File: config.mk
export PLATFORM = sky130hd
export DESIGN_NAME = fifo_sync_param
export DESIGN_NICKNAME = d
export VERILOG_FILES = /design/src/rtl/fifo_sync_param.sv
export SDC_FILE = /design/constraint.sdc
export NUM_CORES = 1
export LEC_CHECK = 0
export ABC_AREA = 1
export CORE_MARGIN = 2
export CORE_UTILIZATION = 57
export CTS_CLUSTER_SIZE = 40
export DETAILED_ROUTE_END_ITERATION = 8
export PLACE_DENSITY = 0.84
export SYNTH_ARGS = -nofsm -noshare
export SYNTH_HDL_FRONTEND = slang
export SYNTH_SLANG_ARGS = --single-unit
export TNS_END_PERCENT = 30
File: constraint.sdc
create_clock -name clk_in -period 2.8 [get_ports clk_in]
set_input_delay 0.56 -clock clk_in [delete_from_list [all_inputs] [get_ports clk_in]]
set_output_delay 0.56 -clock clk_in [all_outputs]
set_load 0.005 [all_outputs]
File: src/rtl/fifo_sync_param.sv
// fifo_sync_param: parametrised single-clock FIFO with occupancy count, threshold flags and sticky errors.
// Define FIFO_FWFT_EN for first-word fall-through reads; otherwise reads have one cycle of latency.

module fifo_sync_param #(
    parameter int WIDTH    = 8,
    parameter int DEPTH    = 8,
    parameter int AF_LEVEL = DEPTH - 2,
    parameter int AE_LEVEL = 1
) (
    input  logic                     clk_in,
    input  logic                     reset,
    input  logic                     flush,
    input  logic                     insert,
    input  logic                     remove,
    input  logic [WIDTH-1:0]         data_in,
    output logic [WIDTH-1:0]         data_out,
    output logic                     data_valid,
    output logic                     full,
    output logic                     empty,
    output logic                     almost_full,
    output logic                     almost_empty,
    output logic [$clog2(DEPTH):0]   count,
    output logic                     overflow,
    output logic                     underflow
);

    localparam int AW = $clog2(DEPTH);
    localparam int PW = AW + 1;
    localparam logic [PW-1:0] FULL_CNT = PW'(DEPTH);
    localparam logic [PW-1:0] AF_CNT   = PW'(AF_LEVEL);
    localparam logic [PW-1:0] AE_CNT   = PW'(AE_LEVEL);

    logic [WIDTH-1:0] mem [DEPTH];

    logic [PW-1:0] wr_ptr_reg, wr_ptr_next;
    logic [PW-1:0] rd_ptr_reg, rd_ptr_next;
    logic [PW-1:0] count_reg, count_next;
    logic          full_reg, empty_reg, almost_full_reg, almost_empty_reg;
    logic          overflow_reg, overflow_next;
    logic          underflow_reg, underflow_next;
    logic          rd_ok, wr_ok, wr_en;
    logic [AW-1:0] wr_addr, rd_addr;

    assign wr_addr = wr_ptr_reg[AW-1:0];
    assign rd_addr = rd_ptr_reg[AW-1:0];

    // Accept decisions use only registered state, so a pop frees room for a same-cycle push.
    always_comb begin
        rd_ok          = remove && !empty_reg;
        wr_ok          = insert && (!full_reg || rd_ok);
        wr_en          = wr_ok && !flush;
        wr_ptr_next    = wr_ptr_reg + {{AW{1'b0}}, wr_ok};
        rd_ptr_next    = rd_ptr_reg + {{AW{1'b0}}, rd_ok};
        count_next     = wr_ptr_next - rd_ptr_next;
        overflow_next  = overflow_reg | (insert && !wr_ok);
        underflow_next = underflow_reg | (remove && empty_reg);
    end

    always_ff @(posedge clk_in or negedge reset) begin
        if (!reset) begin
            wr_ptr_reg       <= '0;
            rd_ptr_reg       <= '0;
            count_reg        <= '0;
            full_reg         <= 1'b0;
            empty_reg        <= 1'b1;
            almost_full_reg  <= 1'b0;
            almost_empty_reg <= 1'b1;
            overflow_reg     <= 1'b0;
            underflow_reg    <= 1'b0;
        end else if (flush) begin
            wr_ptr_reg       <= '0;
            rd_ptr_reg       <= '0;
            count_reg        <= '0;
            full_reg         <= 1'b0;
            empty_reg        <= 1'b1;
            almost_full_reg  <= 1'b0;
            almost_empty_reg <= 1'b1;
            overflow_reg     <= 1'b0;
            underflow_reg    <= 1'b0;
        end else begin
            wr_ptr_reg       <= wr_ptr_next;
            rd_ptr_reg       <= rd_ptr_next;
            count_reg        <= count_next;
            full_reg         <= (count_next == FULL_CNT);
            empty_reg        <= (count_next == '0);
            almost_full_reg  <= (count_next >= AF_CNT);
            almost_empty_reg <= (count_next <= AE_CNT);
            overflow_reg     <= overflow_next;
            underflow_reg    <= underflow_next;
        end
    end

    // Storage is deliberately left uninitialised; occupancy tracking guards every read.
    always_ff @(posedge clk_in) begin
        if (wr_en) begin
            mem[wr_addr] <= data_in;
        end
    end

`ifdef FIFO_FWFT_EN
    // Head word is shown straight from the array; remove only advances the read pointer.
    assign data_out   = mem[rd_addr];
    assign data_valid = !empty_reg;
`else
    logic [WIDTH-1:0] data_out_reg;
    logic             data_valid_reg;

    always_ff @(posedge clk_in or negedge reset) begin
        if (!reset) begin
            data_out_reg   <= '0;
            data_valid_reg <= 1'b0;
        end else if (flush) begin
            data_out_reg   <= '0;
            data_valid_reg <= 1'b0;
        end else begin
            data_valid_reg <= rd_ok;
            if (rd_ok) begin
                data_out_reg <= mem[rd_addr];
            end
        end
    end

    assign data_out   = data_out_reg;
    assign data_valid = data_valid_reg;
`endif

    assign count        = count_reg;
    assign full         = full_reg;
    assign empty        = empty_reg;
    assign almost_full  = almost_full_reg;
    assign almost_empty = almost_empty_reg;
    assign overflow     = overflow_reg;
    assign underflow    = underflow_reg;

endmodule
==> impl_results.md <==
- Final setup fails: 0
- Setup ws final: approximately 280 ps
- Critical R2R Launch: empty$_DFF_PN1_
- Synth area leader: edfxtp_1
- Area share of the leading cell type in the synthesized netlist: 0.506
- Crit path top cell by count: nand2_1
- RSZ-0062 raised after global routing: no
- CTS tree: built
- Slew @ Worst Pin: 646 ps
- Placement Rows: 29
- Critical Path End Type: register
- Total routed wirelength: 7320 µm
- First-pass DRT Iterations: 4
- Hold Slack: 491 ps
- Routability cong.: 0.805
- YS warnings: 0
- First-pass GRT wire length: roughly 12000 µm
- Status: finished clean
- Cell area after placement: 4300 µm²
- Post-synth cell types: 23
- Boundary Pins: 32
- Top delay family on crit path: simple AND/OR/NAND/NOR gates
- CP required: 3050 ps
- IO buf count: 31
- Total grt overflow: 0
- DIE HEIGHT: 85.7 µm
- Cts bufs inserted: 9
- Yosys reg bits: about 90
- Synth Net Count: 366
- Via density: 5.39
- Power Density: 699 nW/µm²
- Final Hold Viols: 0
- CP peak stage delay: 420 ps
- Max FFs per register: 64
- Clk root buf: clkbuf_8
- Total track usage: 0.219
- Antenna cells: 0
- Layout cells sized above 1: 0.108
- Clock Pin Slew Worst Setup and Hold Paths: approximately 90 ps
- Crit path max fanout: 4
- Synth Instances: 345
- Max IR drop VDD: 0.555 mV
- Max-Cap Viols: 0
- R2R cell count: 16
- Rel. slew slack: 0.570
- Async set-or-reset flop fraction in the synthesized netlist: 0.297
- EDFF count, synth: between 60 and 70
- Ys flop type: edfxtp_1
- Fill count: ~450
- Setup Skew: 5.88 ps
- Crit path cell chain: clkdlybuf4s50_1, nand2_1, a21boi_1, ha_1, ha_1, or2_2, nand2_1, ha_1, nand3_1, nand2_1, inv_1, nand2_1, inv_1, nand2_1, nand3_2, o21ai_1
- Top post-synthesis cells by area: edfxtp_1, dfrtp_1, nor2_1, nand2_1, o211ai_1
- Syn Std Cell Area: 3800 µm²
- Post-route cell area: 4470 µm²
- Syn avg cell area: around 11 µm²
- Vias after detailed routing: 2570
- R2R setup slack: 350 ps
- Pins Over Slew Limit: 0
- Top-count cell post-synth: nor2_1
- Worst Path Buf+Inv: 3
- Starting density of the core: 0.595
- Hold wc startpoint: data_out[4]$_DFFE_PN0P_
- Die area: 7340 µm²
- Largest net degree at the start of global routing: 34
- Chip Width: 85.7 µm
- Latest clock arrival within the worst-skew pair: 360 ps
- Worst hold path depth: 2
- Top cells by count, synth: nor2_1, edfxtp_1, nand2_1, dfrtp_1
- Vias in the first global route: about 2.5k
- Register area share after synthesis: 0.684
- WL/cell: 15.4 µm
- Final core occ: 0.700
- Remaining antenna violation count after routing: 0
- Core box area: 6390 µm²
- Max clock buf depth: 2
- Remaining DRCs: 0
- Fin nets: 416
- Critical path class: in -> reg
- Arr. time, crit path: ~2800 ps
- Initial antenna violation count: 0
- Critical Path Slowest Stage Cell: clkdlybuf4s50_1
- Endpoint, Worst Hold: data_out[4]$_DFFE_PN0P_
- Final Critical Period: 2520 ps
- Drt first-iter violations: 175
- Hold_buf cts: 0
- HPWL after DPL: 4980 µm
- LEAKAGE: 1.83 nW
- Reg2reg end: almost_full$_DFF_PN0_
- Startpoint types: input port
- Fin crit share: 0.899
- Setup WS pre-CTS: -211 ps
- H-tree levels: 3
- Clk sinks: just over 90
- Highest clock rate: 397 MHz
- Synth-to-Final Area Change: 17.7%
- Hold crit path type: reg -> reg
-- worst max-delay path by stage --
stage | slack [ps] | end | start | depth (start not counted)
3_5_place_dp | -210 | almost_full$_DFF_PN0_ | remove | 16
4_1_cts | 160 | almost_full$_DFF_PN0_ | remove | 16
3_3_place_gp | -100 | almost_full$_DFF_PN0_ | remove | 16
5_1_grt | 70 | full$_DFF_PN0_ | remove | 16
2_1_floorplan | 370 | almost_full$_DFF_PN0_ | remove | 10
6_report | 280 | almost_full$_DFF_PN0_ | remove | 16
-- worst register-to-register path, stage by stage, from the launching register on --
cell	delay (ps)
dfstp_2	540
inv_1	40
nand2_1	70
a21boi_1	100
ha_1	220
ha_1	190
or2_2	300
nand2_1	70
ha_1	260
nand3_1	100
nand2_1	50
inv_1	40
nand2_1	70
inv_1	80
nand2_1	60
nand3_2	80
o21ai_1	70
-- what timing repair did --
item / CTS / global route
hold endpoints to repair: 0 / 0
endpoints found under the setup margin: 0 / 5
buffers inserted: 0 / 0
resized for setup: 0 / 1
-- cells in the final DEF, fill, tap and decap left out, types with 4 or more instances in the layout --
master and n:
clkdlybuf4s50_1 31, o21ai_0 11, edfxtp_1 64, nand3_1 8
buf_4 21, o211ai_1 16, a21oi_1 4, nand2_1 58
o21ai_1 23, nor2_1 76, dfrtp_1 25, inv_1 23
nand4_1 4, ha_1 8, clkbuf_8 9
-- kinds of logic (layout without fill, tap and decap cells) --
group	after synthesis	count (layout)	synth area share
flip-flops	91	91	0.684
buffers and inverters	38	93	0.0425
XOR/XNOR	2	2	0.00461
AO/OA/AOI/OAI	55	55	0.0836
adder cells (fa/ha/maj)	8	8	0.0263
AND/OR/NAND/NOR	151	151	0.159
-- power breakdown --
group	switching [mW]	internal [mW]
logic	0.409	0.319
registers	0.0417	1.55
clock network	0.473	0.328
-- metrics by stage --
| stage | std cells | setup TNS, ps | total power, mW |
|---|---|---|---|
| final | 477 | 0 | 3.13 |
| after CTS | 477 | 0 | 3.14 |
| after detailed placement | 461 | -1040 | 2.36 |
| after global placement | 461 | -401 | 2.32 |
| after global routing | 477 | 0 | 3.30 |
| after floorplan | 345 | 0 | 2.04 |
-- area by class of cell --
class	count	area, µm²	area share
clock buffer	9	124	0.0277
multi-input combinational	216	1040	0.232
clock inverter	7	52.6	0.0117
sequential	91	2600	0.581
timing repair buffer	52	468	0.105
tap	77	96.3	0.0215
inverter	25	93.8	0.0210
-- metal layers --
metal	wire length [µm]	GRT usage
met5	0	0
met4	152	0.0981
met3	481	0.0491
met2	3640	0.359
met1	3050	0.283
(Power assumes the default switching activity.)
